**config.mk**
```make
export PLATFORM = sky130hd
export DESIGN_NAME = ig_xfer_ctrl
export DESIGN_NICKNAME = d
export VERILOG_FILES = /design/src/rtl/ig_pkg.sv /design/src/rtl/ig_port_mux.sv /design/src/rtl/ig_xfer_ctrl.sv
export SDC_FILE = /design/constraint.sdc
export NUM_CORES = 1
export LEC_CHECK = 0
export CAP_MARGIN = 20
export CORE_AREA = 2 2 141 143
export CTS_BUF_LIST = sky130_fd_sc_hd__clkbuf_16
export DETAILED_ROUTE_END_ITERATION = 12
export DIE_AREA = 0 0 143 145
export PLACE_DENSITY = 0.76
export SLEW_MARGIN = 20
export SYNTH_ARGS = -nofsm -noshare
export SYNTH_HDL_FRONTEND = slang
export SYNTH_HIERARCHICAL = 1
export SYNTH_SLANG_ARGS = --single-unit
```
**constraint.sdc**
```tcl
create_clock -name clk -period 5.1 [get_ports clk]
set_clock_uncertainty 0.1 [all_clocks]
set_input_delay 1.02 -clock clk [delete_from_list [all_inputs] [get_ports clk]]
set_output_delay 1.02 -clock clk [all_outputs]
set_load 0.02 [all_outputs]
```
**src/rtl/ig_pkg.sv**
```systemverilog
// Shared types for the ingress transfer controller: FSM encoding, port count
// and port index type.
package ig_pkg;

  localparam int NUM_PORTS = 4;

  typedef logic [1:0] port_idx_t;

  typedef enum logic [1:0] {
    IDLE  = 2'd0,
    START = 2'd1,
    XFER  = 2'd2,
    DONE  = 2'd3
  } ig_state_e;

  function automatic logic [NUM_PORTS-1:0] port_onehot(input port_idx_t p);
    return 4'b0001 << p;
  endfunction

endpackage

```
**src/rtl/ig_port_mux.sv**
```systemverilog
// Pure 4:1 selector over the per-port descriptor and beat buses.
module ig_port_mux
  import ig_pkg::*;
#(
  parameter int AW   = 32,
  parameter int LENW = 4,
  parameter int DW   = 32
) (
  input  port_idx_t                  sel_i,
  input  logic [NUM_PORTS*AW-1:0]    addr_i,
  input  logic [NUM_PORTS*LENW-1:0]  len_i,
  input  logic [NUM_PORTS*DW-1:0]    data_i,
  input  logic [NUM_PORTS-1:0]       dvalid_i,
  output logic [AW-1:0]              addr_o,
  output logic [LENW-1:0]            len_o,
  output logic [DW-1:0]              data_o,
  output logic                       dvalid_o
);

  assign addr_o   = addr_i[int'(sel_i)*AW +: AW];
  assign len_o    = len_i[int'(sel_i)*LENW +: LENW];
  assign data_o   = data_i[int'(sel_i)*DW +: DW];
  assign dvalid_o = dvalid_i[sel_i];

endmodule

```
**src/rtl/ig_xfer_ctrl.sv**
```systemverilog
// Ingress transfer controller: latches the granted port's burst descriptor and
// streams that port's beats onto the internal bus with a stall watchdog.
module ig_xfer_ctrl
  import ig_pkg::*;
#(
  parameter int DW   = 32,
  parameter int AW   = 32,
  parameter int LENW = 4,
  parameter int TMO  = 256
) (
  input  logic                       clk,
  input  logic                       rstN,
  input  logic [NUM_PORTS-1:0]       ig_req,
  input  port_idx_t                  ig_sel,
  input  logic                       gnt_vld,
  input  logic [NUM_PORTS*AW-1:0]    ig_addr,
  input  logic [NUM_PORTS*LENW-1:0]  ig_len,
  input  logic [NUM_PORTS*DW-1:0]    ig_data,
  input  logic [NUM_PORTS-1:0]       ig_dvalid,
  output logic [NUM_PORTS-1:0]       ig_dack,
  output logic [NUM_PORTS-1:0]       ig_done,
  output logic                       int_valid,
  input  logic                       int_ready,
  output logic [AW-1:0]              int_addr,
  output logic [DW-1:0]              int_data,
  output logic                       int_first,
  output logic                       int_last,
  output logic                       trans_started,
  output logic                       xfer_err,
  output logic                       gnt_err
);

  localparam int              WDW    = (TMO > 1) ? $clog2(TMO) : 1;
  localparam bit              WD_EN  = (TMO > 0);
  localparam logic [WDW-1:0]  WD_LIM = WDW'((TMO > 0) ? (TMO - 1) : 0);
  localparam logic [AW-1:0]   ADDR_STEP = AW'(DW / 8);

  ig_state_e              state_q, state_d;
  port_idx_t              port_q, port_d;
  logic [AW-1:0]          addr_q, addr_d;
  logic [LENW-1:0]        len_q, len_d;
  logic [LENW-1:0]        cnt_q, cnt_d;
  logic [WDW-1:0]         wd_q, wd_d;
  logic [NUM_PORTS-1:0]   done_q, done_d;
  logic                   xfer_err_q, xfer_err_d;
  logic                   gnt_err_q, gnt_err_d;
  logic                   started_q, started_d;

  logic [AW-1:0]          sel_addr_s;
  logic [LENW-1:0]        sel_len_s;
  logic [DW-1:0]          sel_data_unused_s;
  logic                   sel_dvalid_unused_s;
  logic [AW-1:0]          beat_addr_unused_s;
  logic [LENW-1:0]        beat_len_unused_s;
  logic [DW-1:0]          beat_data_s;
  logic                   beat_dvalid_s;

  logic                   in_xfer_s;
  logic                   accept_s;
  logic                   last_s;

  // Descriptor path follows the arbiter's selection; beat path follows the latched port.
  ig_port_mux #(.AW(AW), .LENW(LENW), .DW(DW)) u_sel_mux (
    .sel_i    (ig_sel),
    .addr_i   (ig_addr),
    .len_i    (ig_len),
    .data_i   (ig_data),
    .dvalid_i (ig_dvalid),
    .addr_o   (sel_addr_s),
    .len_o    (sel_len_s),
    .data_o   (sel_data_unused_s),
    .dvalid_o (sel_dvalid_unused_s)
  );

  ig_port_mux #(.AW(AW), .LENW(LENW), .DW(DW)) u_beat_mux (
    .sel_i    (port_q),
    .addr_i   (ig_addr),
    .len_i    (ig_len),
    .data_i   (ig_data),
    .dvalid_i (ig_dvalid),
    .addr_o   (beat_addr_unused_s),
    .len_o    (beat_len_unused_s),
    .data_o   (beat_data_s),
    .dvalid_o (beat_dvalid_s)
  );

  assign in_xfer_s = (state_q == XFER);
  assign accept_s  = in_xfer_s & beat_dvalid_s & int_ready;
  assign last_s    = (cnt_q == len_q);

  // Next-state, descriptor, beat counter and watchdog logic.
  always_comb begin
    state_d    = state_q;
    port_d     = port_q;
    addr_d     = addr_q;
    len_d      = len_q;
    cnt_d      = cnt_q;
    wd_d       = wd_q;
    done_d     = '0;
    xfer_err_d = 1'b0;
    gnt_err_d  = gnt_vld & ((state_q != IDLE) | ~ig_req[ig_sel]);

    case (state_q)
      IDLE: begin
        if (gnt_vld && ig_req[ig_sel]) begin
          port_d  = ig_sel;
          addr_d  = sel_addr_s;
          len_d   = sel_len_s;
          cnt_d   = '0;
          wd_d    = '0;
          state_d = START;
        end else begin
          state_d = IDLE;
        end
      end
      START: begin
        state_d = XFER;
      end
      XFER: begin
        // An accept in the expiry cycle takes priority over the abort.
        if (accept_s) begin
          addr_d = addr_q + ADDR_STEP;
          wd_d   = '0;
          if (last_s) begin
            state_d = DONE;
            done_d  = port_onehot(port_q);
          end else begin
            cnt_d = cnt_q + LENW'(1);
          end
        end else if (WD_EN && (wd_q == WD_LIM)) begin
          state_d    = DONE;
          xfer_err_d = 1'b1;
        end else if (WD_EN) begin
          wd_d = wd_q + WDW'(1);
        end else begin
          wd_d = wd_q;
        end
      end
      DONE: begin
        state_d = IDLE;
      end
      default: begin
        state_d = IDLE;
      end
    endcase

    started_d = (state_d == START) || (state_d == XFER);
  end

  // State and registered-output flops.
  always_ff @(posedge clk or negedge rstN) begin
    if (!rstN) begin
      state_q    <= IDLE;
      port_q     <= '0;
      addr_q     <= '0;
      len_q      <= '0;
      cnt_q      <= '0;
      wd_q       <= '0;
      done_q     <= '0;
      xfer_err_q <= 1'b0;
      gnt_err_q  <= 1'b0;
      started_q  <= 1'b0;
    end else begin
      state_q    <= state_d;
      port_q     <= port_d;
      addr_q     <= addr_d;
      len_q      <= len_d;
      cnt_q      <= cnt_d;
      wd_q       <= wd_d;
      done_q     <= done_d;
      xfer_err_q <= xfer_err_d;
      gnt_err_q  <= gnt_err_d;
      started_q  <= started_d;
    end
  end

  // Beat-path outputs are forced to zero outside XFER so reset and idle look clean.
  assign int_valid     = in_xfer_s & beat_dvalid_s;
  assign int_data      = in_xfer_s ? beat_data_s : '0;
  assign int_addr      = in_xfer_s ? addr_q : '0;
  assign int_first     = in_xfer_s & (cnt_q == '0);
  assign int_last      = in_xfer_s & last_s;
  assign ig_dack       = accept_s ? port_onehot(port_q) : '0;
  assign ig_done       = done_q;
  assign xfer_err      = xfer_err_q;
  assign gnt_err       = gnt_err_q;
  assign trans_started = started_q;

endmodule

```
==> impl_results.md <==
- PostCTS Resize Cnt: 0
- Syn_area_per_cell: 10.4 µm²
- Worst setup EP type: primary output
- Num CTS Buffers: 9
- Status: complete, no violations
- Final Max Slew Viols: 0
- Max_cap viols: 0
- Filler cells: between 1500 and 2000
- Worst reg2reg path depth: 8
- Die height: ~150 µm
- Number of global-route vias before repair: roughly 6000
- Clk sink count: 59
- Final setup viols: 0
- Hold WC Path Type: register to register
- CTS tree: built
- Die extent in x: 143 µm
- Layout area overhead: 73.2%
- First-pass GRT wire length: between 30000 and 40000 µm
- Seq pwr share: 19.6%
- Dpl ws: slightly above 800 ps
- Clk pin slew, worst setup/hold paths: approximately 50 ps
- FP Rows: between 50 and 60
- DRC: 0
- Hold Vio Cnt, Final: 0
- Hold path cells: 1
- WP data required: between 3000 and 4000 ps
- Worst-Skew Late Latency: 330 ps
- GRT Resource Usage Total: roughly 21%
- CP arrival: between 3000 and 4000 ps
- Commonest non-fill, non-tap cells in the layout: clkdlybuf4s50_1 (360), mux4_2 (70), dfrtp_1 (58)
- Num ports: 364
- Worst VDD drop: ~0.25 mV
- Initial antenna violation count: 0
- Crit start category: primary input
- Port Buffers: approximately 360
- Largest net degree at the start of global routing: 95
- Syn Inst Count: approximately 530
- Total of warnings raised by yosys: 6
- Slew HR: roughly 45%
- Post-route setup TNS: 0 ps
- Fin crit share: 84.3%
- Post-layout min period: between 4000 and 5000 ps
- Per-cell routed wire length: 19.0 µm
- GP Congestion: roughly 0.88
- Clk network pwr share: a little under an eighth
- RSZ-0062 raised after global routing: false
- Switching Fraction: 44.8%
- Max incr delay on CP: between 600 and 700 ps
- Worst setup path category: primary input to primary output
- Die area: about 21000 µm²
- HPWL after DPL: approximately 17000 µm
- FMAX: between 200 and 250 MHz
- Mapped cell area: between 5000 and 6000 µm²
- Slowest-stage cell, CP: clkdlybuf4s50_1
- Antenna diode count: 0
- Clk Tree Root Cell: clkbuf_16
- Fin nets: roughly 1200
- Initial core utilization: about 29%
- Layout cells sized above 1: 12.5%
- Crit-path cells: clkdlybuf4s50_1, mux4_2, nand2_1, nor2_1, nand2_1, nor2_1, clkdlybuf4s50_1
- Grt ovf: 0
- Max Root-Sink Buffers: 2
- Initial detailed-routing violation count: 344
- Final worst slack: between 800 and 900 ps
- Commonest non-fill, non-tap cell in the layout: clkdlybuf4s50_1
- Via/cell ratio: between 5 and 6
- P_sw: ~2.0 mW
- Post-DRT Antenna Nets: 0
- Syn Nets: roughly 820
- Power Dens Cells: ~470 nW/µm²
- Leakage power: roughly 3.6 nW
- Combinational share of power: just under 70%
- Final WL: between 20000 and 25000 µm
- Vias: slightly below 6000
- H-Tree Depth: 3
- Slew of the pin with the lowest slew margin: between 800 and 900 ps
- 1st-pass router iterations: 5
- Postcts setup bufs: 0
- Hold-fix buffers, CTS: 0
- Core area: about 19000 µm²
- Internal power: around 2.5 mW
- Crit Path Max Fanout: 5
state kept, by name (all words and copies together), names as in the netlist:
| signal | cells |
|---|---|
| addr_q | 32 |
| wd_q | 8 |
| cnt_q | 4 |
| ig_done | 4 |
| len_q | 4 |
| port_q | 2 |
| state_q | 2 |
| gnt_err | 1 |
| trans_started | 1 |
| xfer_err | 1 |
critical path, delay by kind of cell:
kind	cells	cell delay (ps)
mux	1	310
buf+inv	2	1170
simple gates	4	680
path summary, 6_finish.rpt:
path	startpoint	endpoint	slack, ps
setup / recovery	ig_dvalid[2]	ig_dack[1]	800
hold / removal	addr_q[1]$_DFFE_PN0P_	addr_q[1]$_DFFE_PN0P_	400
setup reg to reg	state_q[0]$_DFF_PN0_	cnt_q[3]$_DFFE_PN0P_	1860
hold reg to reg	addr_q[1]$_DFFE_PN0P_	addr_q[1]$_DFFE_PN0P_	400
max in group asynchronous	rstN	port_q[0]$_DFFE_PN0P_	3370
min in group asynchronous	rstN	addr_q[21]$_DFFE_PN0P_	600
power groups by stage:
stage / sequential (mW) / clock, mW / combinational, mW
after floorplan: 0.805 / 0 / 1.96
after global placement: 0.870 / 0 / 3.04
after detailed placement: 0.879 / 0 / 3.07
after CTS: 0.874 / 0.527 / 3.09
after global routing: 0.908 / 0.550 / 3.31
final: 0.874 / 0.521 / 3.07
layer usage:
layer	GRT usage [%]	vias to the layer above	routed length [µm]
met5	0	-	0
met3	5.05	39	1480
li1	-	2726	-
met2	34.9	252	10800
met4	6.93	0	561
met1	26.1	2828	8770
per-stage QoR:
| stage | power, mW | area, µm² | util (%) | hold WS (ps) | instances |
|---|---|---|---|---|---|
| floorplan | 2.76 | 5500 | - | 361 | 526 |
| finish | 4.47 | 9520 | 49.6 | 401 | 1136 |
| detailed placement | 3.95 | 9270 | 48.2 | 394 | 1120 |
| CTS | 4.49 | 9520 | 49.6 | 405 | 1136 |
| global placement | 3.91 | 9270 | 48.2 | 392 | 1120 |
| global route | 4.76 | 9520 | 49.6 | 433 | 1136 |
final cells by class:
| cell class | count | area, µm² | share of cell area [%] |
|---|---|---|---|
| repair buffers | 371 | 3680 | 38.6 |
| flip-flops and latches | 59 | 1480 | 15.5 |
| clock buffers | 9 | 225 | 2.37 |
| multi-input cells | 404 | 3700 | 38.9 |
| inverters | 21 | 78.8 | 0.828 |
| well taps | 265 | 332 | 3.48 |
| clock inverters | 7 | 28.8 | 0.302 |
(Power assumes the default switching activity.)
